--- src/rtl/instr_encoder_if.sv ---
// Field-bundle input and encoded-word output handshakes of the instruction encoder.
interface instr_encoder_if #(
   parameter int unsigned ADDR_W = 32
) ();
   logic              in_valid;
   logic              in_ready;
   logic [2:0]        fmt;
   logic [6:0]        opcode;
   logic [4:0]        rd;
   logic [4:0]        rs1;
   logic [4:0]        rs2;
   logic [2:0]        funct3;
   logic [6:0]        funct7;
   logic [31:0]       imm;
   logic              out_valid;
   logic              out_ready;
   logic [31:0]       out_instr;
   logic [ADDR_W-1:0] out_addr;
   logic              out_err;

   modport master (
      output in_valid, fmt, opcode, rd, rs1, rs2, funct3, funct7, imm, out_ready,
      input  in_ready, out_valid, out_instr, out_addr, out_err
   );

   modport slave (
      input  in_valid, fmt, opcode, rd, rs1, rs2, funct3, funct7, imm, out_ready,
      output in_ready, out_valid, out_instr, out_addr, out_err
   );
endinterface

--- src/rtl/instr_encoder.sv ---
// Packs decoded RV32I fields into instruction words and queues them, address-tagged,
// for the instruction-memory loader. Unrepresentable immediates are flagged per entry.
module instr_encoder #(
   parameter int unsigned       DEPTH     = 4,
   parameter int unsigned       ADDR_W    = 32,
   parameter logic [ADDR_W-1:0] BASE_ADDR = '0
) (
   input  logic              clk,
   input  logic              rst,
   input  logic              flush,
   input  logic              base_load,
   input  logic [ADDR_W-1:0] base_addr,
   output logic [7:0]        err_count,
   instr_encoder_if.slave    bus
);
   localparam int unsigned PTR_W = (DEPTH > 1) ? $clog2(DEPTH) : 1;
   localparam int unsigned CNT_W = $clog2(DEPTH) + 1;

   typedef struct packed {
      logic              err;
      logic [ADDR_W-1:0] addr;
      logic [31:0]       instr;
   } entry_t;

   entry_t            mem_q [DEPTH];
   entry_t            mem_n [DEPTH];
   entry_t            head_n;
   logic [PTR_W-1:0]  wr_q, wr_n, rd_q, rd_n;
   logic [CNT_W-1:0]  cnt_q, cnt_n;
   logic [ADDR_W-1:0] addr_q, addr_n, tag;
   logic [7:0]        errc_n;
   logic [31:0]       enc_word;
   logic              enc_err;
   logic              fits12, fits13, fits21;
   logic              accept, pop;

   assign accept = bus.in_valid & bus.in_ready;
   assign pop    = bus.out_valid & bus.out_ready;

   // Signed-range checks: upper bits must be a pure sign extension.
   assign fits12 = (bus.imm[31:11] == {21{bus.imm[31]}});
   assign fits13 = (bus.imm[31:12] == {20{bus.imm[31]}});
   assign fits21 = (bus.imm[31:20] == {12{bus.imm[31]}});

   // Field packing; erroneous immediates are still truncated into the word.
   always_comb begin
      enc_word = '0;
      enc_err  = 1'b0;
      case (bus.fmt)
         3'd0: enc_word = {bus.funct7, bus.rs2, bus.rs1, bus.funct3, bus.rd, bus.opcode};
         3'd1: begin
            enc_word = {bus.imm[11:0], bus.rs1, bus.funct3, bus.rd, bus.opcode};
            enc_err  = ~fits12;
         end
         3'd2: begin
            enc_word = {bus.imm[11:5], bus.rs2, bus.rs1, bus.funct3, bus.imm[4:0], bus.opcode};
            enc_err  = ~fits12;
         end
         3'd3: begin
            enc_word = {bus.imm[12], bus.imm[10:5], bus.rs2, bus.rs1, bus.funct3,
                        bus.imm[4:1], bus.imm[11], bus.opcode};
            enc_err  = ~fits13 | bus.imm[0];
         end
         3'd4: begin
            enc_word = {bus.imm[31:12], bus.rd, bus.opcode};
            enc_err  = (bus.imm[11:0] != 12'd0);
         end
         3'd5: begin
            enc_word = {bus.imm[20], bus.imm[10:1], bus.imm[11], bus.imm[19:12],
                        bus.rd, bus.opcode};
            enc_err  = ~fits21 | bus.imm[0];
         end
         default: begin
            enc_word = 32'h0000_0013;
            enc_err  = 1'b1;
         end
      endcase
   end

   // Next state of address counter, error counter and FIFO.
   always_comb begin
      mem_n  = mem_q;
      wr_n   = wr_q;
      rd_n   = rd_q;
      cnt_n  = cnt_q;
      addr_n = addr_q;
      errc_n = err_count;
      tag    = base_load ? base_addr : addr_q;

      if (accept)         addr_n = tag + ADDR_W'(4);
      else if (base_load) addr_n = base_addr;

      if (accept && enc_err && (err_count != 8'hFF)) errc_n = err_count + 8'd1;

      if (flush) begin
         wr_n  = '0;
         rd_n  = '0;
         cnt_n = '0;
      end else begin
         if (accept) begin
            mem_n[wr_q] = '{err: enc_err, addr: tag, instr: enc_word};
            wr_n        = wr_q + PTR_W'(1);
         end
         if (pop) rd_n = rd_q + PTR_W'(1);
         case ({accept, pop})
            2'b10:   cnt_n = cnt_q + CNT_W'(1);
            2'b01:   cnt_n = cnt_q - CNT_W'(1);
            default: cnt_n = cnt_q;
         endcase
      end
      head_n = mem_n[rd_n];
   end

   // Outputs are registered from the post-update head so they appear one cycle after accept.
   always_ff @(posedge clk) begin
      if (rst) begin
         for (int i = 0; i < int'(DEPTH); i++) mem_q[i] <= '0;
         wr_q          <= '0;
         rd_q          <= '0;
         cnt_q         <= '0;
         addr_q        <= BASE_ADDR;
         err_count     <= 8'd0;
         bus.in_ready  <= 1'b1;
         bus.out_valid <= 1'b0;
         bus.out_instr <= 32'd0;
         bus.out_addr  <= '0;
         bus.out_err   <= 1'b0;
      end else begin
         mem_q         <= mem_n;
         wr_q          <= wr_n;
         rd_q          <= rd_n;
         cnt_q         <= cnt_n;
         addr_q        <= addr_n;
         err_count     <= errc_n;
         bus.in_ready  <= (cnt_n != CNT_W'(DEPTH));
         bus.out_valid <= (cnt_n != '0);
         bus.out_instr <= head_n.instr;
         bus.out_addr  <= head_n.addr;
         bus.out_err   <= head_n.err;
      end
   end
endmodule

--- src/flat_wrapper.sv ---
// flat-port wrapper written by rule: the top's interface ports become plain ports
module instr_encoder_flat 
#(
   parameter int unsigned       DEPTH     = 4,
   parameter int unsigned       ADDR_W    = 32,
   parameter logic [ADDR_W-1:0] BASE_ADDR = '0
)
  (clk, rst, flush, base_load, base_addr, err_count, bus_in_valid, bus_fmt, bus_opcode, bus_rd, bus_rs1, bus_rs2, bus_funct3, bus_funct7, bus_imm, bus_out_ready, bus_in_ready, bus_out_valid, bus_out_instr, bus_out_addr, bus_out_err);
  instr_encoder_if #(.ADDR_W(ADDR_W)) bus_i ();
  input  logic clk;
  input  logic rst;
  input  logic flush;
  input  logic base_load;
  input  logic [ADDR_W-1:0] base_addr;
  output logic [7:0] err_count;
  input wire logic [$bits(bus_i.in_valid)-1:0] bus_in_valid;
  input wire logic [$bits(bus_i.fmt)-1:0] bus_fmt;
  input wire logic [$bits(bus_i.opcode)-1:0] bus_opcode;
  input wire logic [$bits(bus_i.rd)-1:0] bus_rd;
  input wire logic [$bits(bus_i.rs1)-1:0] bus_rs1;
  input wire logic [$bits(bus_i.rs2)-1:0] bus_rs2;
  input wire logic [$bits(bus_i.funct3)-1:0] bus_funct3;
  input wire logic [$bits(bus_i.funct7)-1:0] bus_funct7;
  input wire logic [$bits(bus_i.imm)-1:0] bus_imm;
  input wire logic [$bits(bus_i.out_ready)-1:0] bus_out_ready;
  output wire logic [$bits(bus_i.in_ready)-1:0] bus_in_ready;
  output wire logic [$bits(bus_i.out_valid)-1:0] bus_out_valid;
  output wire logic [$bits(bus_i.out_instr)-1:0] bus_out_instr;
  output wire logic [$bits(bus_i.out_addr)-1:0] bus_out_addr;
  output wire logic [$bits(bus_i.out_err)-1:0] bus_out_err;
  assign bus_i.in_valid = bus_in_valid;
  assign bus_i.fmt = bus_fmt;
  assign bus_i.opcode = bus_opcode;
  assign bus_i.rd = bus_rd;
  assign bus_i.rs1 = bus_rs1;
  assign bus_i.rs2 = bus_rs2;
  assign bus_i.funct3 = bus_funct3;
  assign bus_i.funct7 = bus_funct7;
  assign bus_i.imm = bus_imm;
  assign bus_i.out_ready = bus_out_ready;
  assign bus_in_ready = bus_i.in_ready;
  assign bus_out_valid = bus_i.out_valid;
  assign bus_out_instr = bus_i.out_instr;
  assign bus_out_addr = bus_i.out_addr;
  assign bus_out_err = bus_i.out_err;
  instr_encoder #(.DEPTH(DEPTH), .ADDR_W(ADDR_W), .BASE_ADDR(BASE_ADDR)) u_core (.clk(clk), .rst(rst), .flush(flush), .base_load(base_load), .base_addr(base_addr), .err_count(err_count), .bus(bus_i));
endmodule
--- config.mk ---
export PLATFORM = sky130hd
export DESIGN_NAME = instr_encoder_flat
export DESIGN_NICKNAME = d
export VERILOG_FILES = /design/src/rtl/instr_encoder_if.sv /design/src/rtl/instr_encoder.sv /design/src/flat_wrapper.sv
export SDC_FILE = /design/constraint.sdc
export NUM_CORES = 1
export LEC_CHECK = 0
export ABC_AREA = 0
export BUFFER_PORTS_ARGS = -buffer_cell sky130_fd_sc_hd__buf_2
export CAP_MARGIN = 30
export CORE_MARGIN = 3
export CORE_UTILIZATION = 40
export DETAILED_ROUTE_END_ITERATION = 8
export PLACE_DENSITY_LB_ADDON = 0.12
export SLEW_MARGIN = 20
export SYNTH_ARGS = -nofsm -noshare
export SYNTH_HDL_FRONTEND = slang
export SYNTH_SLANG_ARGS = --single-unit
--- constraint.sdc ---
create_clock -name clk -period 5.9 [get_ports clk]
set_input_delay 0.295 -clock clk [delete_from_list [all_inputs] [get_ports clk]]
set_output_delay 0.295 -clock clk [all_outputs]
set_load 0.02 [all_outputs]
==> results of run 1 <==
## sequential cells by signal, summed over array words and instances (netlist names), 2 cells and up
register / flops
u_core.wr_q: 2
u_core.bus.out_addr: 32
u_core.addr_q: 32
u_core.cnt_q: 3
u_core.rd_q: 2
u_core.mem_q: 260
u_core.bus.out_instr: 32
u_core.err_count: 8
## through the flow
stage          cell area (um2)  total power, mW
2_1_floorplan            15800             3.15
3_3_place_gp             16900             3.36
3_5_place_dp             16900             3.37
4_1_cts                  18400             6.11
5_1_grt                  18400             6.28
6_report                 18400             6.05
## kinds of logic after synthesis
group	count (synthesis)
multiplexers	39
flip-flops	374
buffers and inverters	179
XOR/XNOR	35
AO/OA/AOI/OAI	593
AND/OR/NAND/NOR	582
adder cells (fa/ha/maj)	8
## placed cells by master, fill, tap and decap left out, types with 16 or more instances in the layout
cell type    n
nand2_1    122
o221ai_1    68
nor2b_1     22
a22oi_1     17
o22a_1      48
o22ai_1     16
mux2i_1     33
clkbuf_16   43
buf_2      178
dfxtp_1    374
a21oi_1    101
nor2_1     355
xor2_1      20
a211oi_1   279
## layer usage
| layer | vias to the layer above | track usage (%) | wire [um] | part of all wire [%] |
|---|---|---|---|---|
| li1 | 6762 | - | - | - |
| met1 | 6551 | 30.2 | 21800 | 47 |
| met2 | 278 | 35.6 | 22000 | 47 |
| met3 | 65 | 3.11 | 1990 | 4.3 |
| met4 | 4 | 4.95 | 826 | 1.8 |
| met5 | - | 0 | 21 | 0.045 |
## worst paths after layout
| check | startpoint | end | slack, ps | cells after the start |
|---|---|---|---|---|
| worst max-delay path | u_core.bus.in_ready$_SDFF_PP1_ | u_core.bus.out_instr[24]$_SDFF_PP0_ | 2550 | 9 |
| worst min-delay path | bus_in_valid | u_core.wr_q[1]$_SDFFE_PP0P_ | 90 | 3 |
| worst max register to register | u_core.bus.in_ready$_SDFF_PP1_ | u_core.bus.out_instr[24]$_SDFF_PP0_ | 2550 | 9 |
| worst min register to register | u_core.mem_q[129]$_SDFF_PP0_ | u_core.mem_q[129]$_SDFF_PP0_ | 460 | 2 |
## synth_stat cells (all sizes together), types with 17 or more instances
cell type / number
clkbuf: 138
a211oi: 279
a21oi: 101
dfxtp: 374
nor2b: 22
a22oi: 17
o221ai: 68
o22a: 48
mux2i: 35
buf: 33
nand2: 126
o21ai: 18
nor2: 356
xor2: 20
## critical path, delay by kind of cell (launching register included)
family | cells | cell delay [ps]
compound gates | 3 | 490
buf+inv | 2 | 950
flops | 1 | 400
simple gates | 4 | 1330
## layout make-up
cell class | count | area (um2) | area share (%)
timing repair buffer | 194 | 1050 | 5.72
tap | 518 | 648 | 3.52
multi-input combinational | 1257 | 7730 | 41.9
clock buffer | 65 | 1310 | 7.11
clock inverter | 12 | 164 | 0.890
inverter | 8 | 30.0 | 0.163
sequential | 374 | 7490 | 40.7
## power by group through the flow
stage | registers [mW] | clock network (mW) | logic (mW)
2_1_floorplan | 2.77 | 0 | 0.383
3_3_place_gp | 2.73 | 0 | 0.634
3_5_place_dp | 2.73 | 0 | 0.641
4_1_cts | 2.67 | 2.80 | 0.643
5_1_grt | 2.68 | 2.89 | 0.707
6_report | 2.67 | 2.74 | 0.641
==> impl_metrics.tcl, run 1 <==
set metrics [dict create \
    status "finished, final reports clean" \
    synthAdderAreaFrac_pct 0.679 \
    synth_area_per_cell_um2 8.76 \
    rows 72 \
    die_height_um 205 \
    antenna_found_initial 2 \
    ctsResizeCount 0 \
    overflow 0 \
    startpoint_type "register" \
    internal_power_mw 4.55 \
    finalSetupViolCount 0 \
    dr.first_iter.drc_count 1017 \
    peakVddDrop_mv 0.173 \
    synth_edf_count 0 \
    synth_fp_nets 1923 \
    critical_path.cell_chain "and3b_1 -> and2_4 -> o21ai_0 -> o21ai_4 -> buf_4 -> nor2_1 -> nor2_1 -> buf_4 -> a221oi_1" \
    leakagePower_nw 6.60 \
    p_comb_share_pct 10.6 \
    slowest_delay_ps 670 \
    cts_hold_buf 0 \
    syn_to_final_growth_pct 16.2 \
    cts_buffers 43 \
    synthFlopType "dfxtp_1" \
    fin_hold_ws_ps 85.1 \
    cts_sinks 374 \
    wl_um 46700 \
    period_needed_ps 3350 \
    place_ws_ps 2290 \
    boundaryPins 180 \
    yosysWarningCount 0 \
    synthArstFlopShare_pct 0 \
    endpoint_kind "register" \
    yosys-top-cells-area "dfxtp_1, a211oi_1, nor2_1" \
    dieArea_um2 42000 \
    fin_setup_tns_ps 0 \
    gr-usage-all-layers_pct 21.6 \
    grt_pass1_vias 12900 \
    switching_share_pct 24.9 \
    hpwl_um 27500 \
    place_congestion 0.842 \
    synth_top_family_by_area "compound AO/OA/AOI/OAI gates" \
    path_class "register to register" \
    rsz0062_at_grt "false" \
    ant_nets 0 \
    synthXorXnorAreaFrac_pct 1.93 \
    fin_ws_ps 2550 \
    port_buffers 179 \
    synth.mux.area_fraction_pct 2.61 \
    nets 1991 \
    wl_per_cell_um 19.2 \
    worst-slew-pin-transition_ps 991 \
    drt-vias-per-instance 5.63 \
    fillerInstances 3788 \
    fmax_ghz 0.298 \
    grt_max_degree 149 \
    powerDensity_nw_per_um2 329 \
    synth.largest_area_cell "dfxtp_1" \
    seq_area_frac_synth_pct 47.2 \
    utilization_pct 47.3 \
    drc 0 \
    p_seq_share_pct 44.2 \
    cts_tree "done" \
    diodes 0 \
    cp_slowest_cell "buf_4" \
    slew_headroom_pct 33.9 \
    yosys.area_share.simple_pct 15.8 \
    cts_root_buffer "clkbuf_16" \
    fp.dieW_um 205 \
    yosysTopAreaCellShare_pct 47.2 \
    arrival_ps 3720 \
    grt_pass1_wl_um 73200 \
    postCtsSetupBuffers 0 \
    fin_skew_ps 15.9 \
    clk_pin_slew_ps 60 \
    fin_cells 2428 \
    dr.pass1.iters 5 \
    synth_cell_types 60 \
    clk_latency_ps 540 \
    critical_path.max_fanout 51 \
    clockBufferDepth 3 \
    htreeDepth 2 \
    netlist_instances 1810 \
    clkPwrFrac_pct 45.2 \
    cp.required_ps 6270 \
    start_util_pct 40.7 \
    ys_ff_latch 374 \
    hold_viol 0 \
    synthesis.area_um2 15800 \
    net-switching-power_mw 1.51 \
    drv_cap 0 \
    final-max-slew-violation-count 0 \
    layout-drive-gt1-share_pct 15.6 \
    vias 13700 \
    core-area_um2 38900 \
    placedCellCount 2349 \
    hp-class "input port to register" \
    finalCritPeriodShare_pct 56.9 \
    synth_compound_area_share_pct 27.3 \
]
Note: power is estimated with default switching activity, not from simulation.
==> inputs of run 2 (changes only) <==
==> constraint.sdc (replaced) <==
create_clock -name clk -period 3.2 [get_ports clk]
set_input_delay 0.16 -clock clk [delete_from_list [all_inputs] [get_ports clk]]
set_output_delay 0.16 -clock clk [all_outputs]
set_load 0.02 [all_outputs]
==> run 2 against run 1 <==
Compared with the run above: design area up 1.3%; sequential share of layout area down 0.53 points; die area unchanged; sequential power grew 84%; final cell count grew 1.2%; setup slack worse by 1900 ps; via count is 1.3% higher.
==> impl_metrics.tcl, run 2 (synthesis results as in run 1) <==
set metrics [dict create \
    nets 2029 \
    ant_nets 0 \
    endpoint_kind "register" \
    slew_headroom_pct 43.3 \
    cts_tree "done" \
    peakVddDrop_mv 0.476 \
    fmax_ghz 0.393 \
    finalCritPeriodShare_pct 79.6 \
    drv_cap 0 \
    utilization_pct 48.0 \
    status "finished, final reports clean" \
    ctsResizeCount 0 \
    postCtsSetupBuffers 0 \
    boundaryPins 180 \
    fin_ws_ps 654 \
    drt-vias-per-instance 5.63 \
    place_congestion 0.849 \
    final_common_cell "dfxtp_1" \
    wl_um 47500 \
    hpwl_um 29300 \
    grt_max_degree 118 \
    final-max-slew-violation-count 0 \
    layout-drive-gt1-share_pct 17.0 \
    port_buffers 179 \
    finalSetupViolCount 0 \
    rows 72 \
    dr.pass1.iters 7 \
    mostFrequentLayoutCells "dfxtp_1, nor2_1, a211oi_1" \
    hp-class "input port to register" \
    worst-slew-pin-transition_ps 827 \
    start_util_pct 40.7 \
    leakagePower_nw 6.74 \
    fp.dieW_um 205 \
    hold_viol 0 \
    grt_pass1_wl_um 75500 \
    wl_per_cell_um 19.3 \
    clockBufferDepth 3 \
    clk_latency_ps 570 \
    arrival_ps 3010 \
    regMostFlops "u_core.mem_q" \
    path_class "register to register" \
    drc 0 \
    period_needed_ps 2550 \
    fin_setup_tns_ps 0 \
    dr.first_iter.drc_count 821 \
    diodes 0 \
    critical_path.max_fanout 72 \
    rsz0062_at_grt "false" \
    htreeDepth 2 \
    gr-usage-all-layers_pct 22.4 \
    dieArea_um2 42000 \
    antenna_found_initial 0 \
    vias 13800 \
    syn_to_final_growth_pct 17.8 \
    cts_root_buffer "clkbuf_16" \
    place_ws_ps 580 \
    overflow 0 \
    cts_sinks 374 \
    cts_hold_buf 2 \
    cp.required_ps 3670 \
    grt_pass1_vias 13300 \
    startpoint_type "register" \
    powerDensity_nw_per_um2 580 \
    clk_pin_slew_ps 60 \
    cts_buffers 41 \
    fin_skew_ps 30.6 \
    core-area_um2 38900 \
    largest_register_ffs 260 \
    die_height_um 205 \
]
run 2: per-layer routing:
layer | up-vias | GRT usage [%] | wire, um
met1 | 6612 | 30.3 | 21700
met5 | - | 0 | 0
met2 | 312 | 36.7 | 22300
li1 | 6839 | - | -
met4 | 0 | 6.27 | 1110
met3 | 71 | 4.04 | 2360
run 2: final timing paths:
path	from	to	slack, ps	depth (start not counted)
max	u_core.bus.in_ready$_SDFF_PP1_	u_core.mem_q[78]$_SDFF_PP0_	650	6
min reg2reg	u_core.mem_q[129]$_SDFF_PP0_	u_core.mem_q[129]$_SDFF_PP0_	460	2
max reg2reg	u_core.bus.in_ready$_SDFF_PP1_	u_core.mem_q[78]$_SDFF_PP0_	650	6
min	bus_opcode[1]	u_core.mem_q[131]$_SDFF_PP0_	40	3
run 2: power breakdown:
part           leakage, nW  switching, mW  internal [mW]
clock                0.653           1.90           2.76
combinational         3.05          0.796          0.448
sequential            3.04         0.0819           4.84
run 2: layout make-up:
cell class | instances | area [um2]
inverter | 8 | 30.0
clock buffer | 60 | 1250
sequential | 374 | 7490
clock inverter | 7 | 70.1
tap | 518 | 648
timing repair buffer | 234 | 1470
multi-input combinational | 1257 | 7710
fill | 3756 | 20300
run 2: critical path, cell delays in order, from the launching register on:
cell,delay (ps)
dfxtp_1,400
and3b_1,330
and2_4,190
buf_4,450
buf_4,710
nor2_1,90
a211oi_1,250
run 2: through the flow:
| stage | instances | hold WS (ps) | power (mW) | instance area, um2 |
|---|---|---|---|---|
| 2_1_floorplan | 1810 | 266 | 5.80 | 15800 |
| 3_3_place_gp | 2389 | 446 | 6.26 | 17300 |
| 3_5_place_dp | 2389 | 448 | 6.27 | 17300 |
| 4_1_cts | 2458 | 10.3 | 11.0 | 18700 |
| 5_1_grt | 2458 | 66.4 | 11.3 | 18700 |
| 6_report | 2458 | 41.0 | 10.8 | 18700 |
==> inputs of run 3 (changes only) <==
==> constraint.sdc (replaced) <==
create_clock -name clk -period 2.3 [get_ports clk]
set_input_delay 0.115 -clock clk [delete_from_list [all_inputs] [get_ports clk]]
set_output_delay 0.115 -clock clk [all_outputs]
set_load 0.02 [all_outputs]
==> run 3 against run 2 <==
Compared with the run above: clock-buffer cell count decreased by 4; total power increased by 44%; global-route usage increased by 0.31 points; sequential power increased by 39%; register-to-register slack got worse by 530 ps; sequential share of layout area decreased by 2.1 points; critical path depth increased by 3; wire length increased by 3.0%; final cell count increased by 3.8%; flip-flop and latch count unchanged; critical path type unchanged; first-iteration DRC count increased by 11%.
==> impl_metrics.tcl, run 3 (synthesis results as in run 1) <==
set metrics [dict create \
    arrival_ps 2630 \
    port_buffers 179 \
    min-delay-start "bus_out_ready" \
    placedCellCount 2460 \
    fin_cells 2551 \
    diodes 0 \
    wl_um 48900 \
    fin_skew_ps 25.6 \
    leakagePower_nw 7.29 \
    grt_pass1_vias 13900 \
    internal_power_mw 11.6 \
    slew_headroom_pct 52.5 \
    finalCritPeriodShare_pct 94.8 \
    layout-drive-gt1-share_pct 20.7 \
    ff2ff_path_depth 9 \
    htreeDepth 2 \
    cts_root_buffer "clkbuf_16" \
    dieArea_um2 42000 \
    nets 2113 \
    boundaryPins 180 \
    p_comb_share_pct 12.3 \
    dpl_cell_area_um2 18100 \
    place_congestion 0.871 \
    core-area_um2 38900 \
    dr.first_iter.drc_count 908 \
    ant_nets 0 \
    cts_tree "done" \
    utilization_pct 50.7 \
    hold_viol 0 \
    finalSetupViolCount 0 \
    peakVddDrop_mv 0.535 \
    period_needed_ps 2180 \
    die_height_um 205 \
    path_class "register to register" \
    hpwl_um 31200 \
    clockBufferDepth 3 \
    switching_share_pct 25.9 \
    hp-class "input port to register" \
    critical_path.max_fanout 8 \
    final-max-slew-violation-count 0 \
    net-switching-power_mw 4.04 \
    grt_pass1_wl_um 76700 \
    clkPwrFrac_pct 43.8 \
    r2r_start "u_core.addr_q[3]$_SDFF_PP0_" \
    regMostFlops "u_core.mem_q" \
    fmax_ghz 0.459 \
    rsz0062_at_grt "false" \
    drc 0 \
    cts_buffers 42 \
    syn_to_final_growth_pct 24.4 \
    crit_start "u_core.addr_q[3]$_SDFF_PP0_" \
    clk_pin_slew_ps 60 \
    grt_max_degree 118 \
    p_seq_share_pct 43.9 \
    start_util_pct 40.7 \
    drt-vias-per-instance 5.61 \
    endpoint_kind "register" \
    mostFrequentLayoutCells "dfxtp_1, nor2_1, a211oi_1" \
    fin_setup_tns_ps 0 \
    wl_per_cell_um 19.2 \
    fin_area_um2 19700 \
    clk_latency_ps 570 \
    cts_sinks 374 \
    final_common_cell "dfxtp_1" \
    drv_cap 0 \
    startpoint_type "register" \
    gr-usage-all-layers_pct 22.7 \
    dr.pass1.iters 5 \
    fp.dieW_um 205 \
    overflow 0 \
    vias 14300 \
    min_path_cells 4 \
    finalPower_mw 15.6 \
    antenna_found_initial 0 \
    worst-slew-pin-transition_ps 692 \
    powerDensity_nw_per_um2 792 \
    cp.required_ps 2750 \
    rows 72 \
    status "finished, final reports clean" \
    largest_register_ffs 260 \
]
## run 3: power by group through the flow
stage | Clock [mW] | Sequential [mW] | Combinational, mW
global placement | 0 | 6.99 | 1.87
detailed placement | 0 | 6.99 | 1.88
finish | 6.84 | 6.85 | 1.93
floorplan | 0 | 7.09 | 0.983
CTS | 7.02 | 6.85 | 1.91
global route | 7.32 | 6.87 | 2.10
## run 3: final timing paths
kind                                  end  slack [ps]
max reg2reg  u_core.addr_q[31]$_SDFF_PP0_         120
min reg2reg  u_core.mem_q[129]$_SDFF_PP0_         460
max          u_core.addr_q[31]$_SDFF_PP0_         120
min             u_core.rd_q[1]$_SDFF_PP0_          30
## run 3: layout make-up
| cell class | count | area, um2 |
|---|---|---|
| clock inverter | 21 | 214 |
| multi-input combinational | 1257 | 7740 |
| sequential | 374 | 7490 |
| inverter | 8 | 30.0 |
| fill | 3667 | 19200 |
| clock buffer | 56 | 1210 |
| tap | 518 | 648 |
| timing repair buffer | 317 | 2380 |
## run 3: per-layer routing
layer	wire (um)	up-vias	track usage, %
met4	1350	0	7.35
met3	2390	84	3.83
met1	22100	6853	30.3
met2	23000	337	37.4
li1	-	7029	-
met5	0	-	0
## run 3: worst max-delay path, stage by stage (launching register included)
cell and delay, ps:
dfxtp_1 320, mux2i_2 70, buf_4 170, or4_4 560, nor4_4 250, buf_4 180, nand3_2 120, nor4_2 190
xor2_1 160, nor2_1 50
## run 3: per-stage QoR
step / hold slack, ps / setup slack [ps]
floorplan: 221 / 90.7
global placement: 445 / -26.3
detailed placement: 451 / -98.8
CTS: 1.27 / 29.4
global route: 28.1 / 0.448
finish: 27.6 / 119
## run 3: repair_timing
item | CTS | global route
endpoints found under the hold margin | 28 | 0
pin swaps | 0 | 3
resized for setup | 1 | 7
gates cloned | 0 | 2
endpoints found under the setup margin | 1 | 9
hold buffers | 10 | 0
buffers inserted | 0 | 2
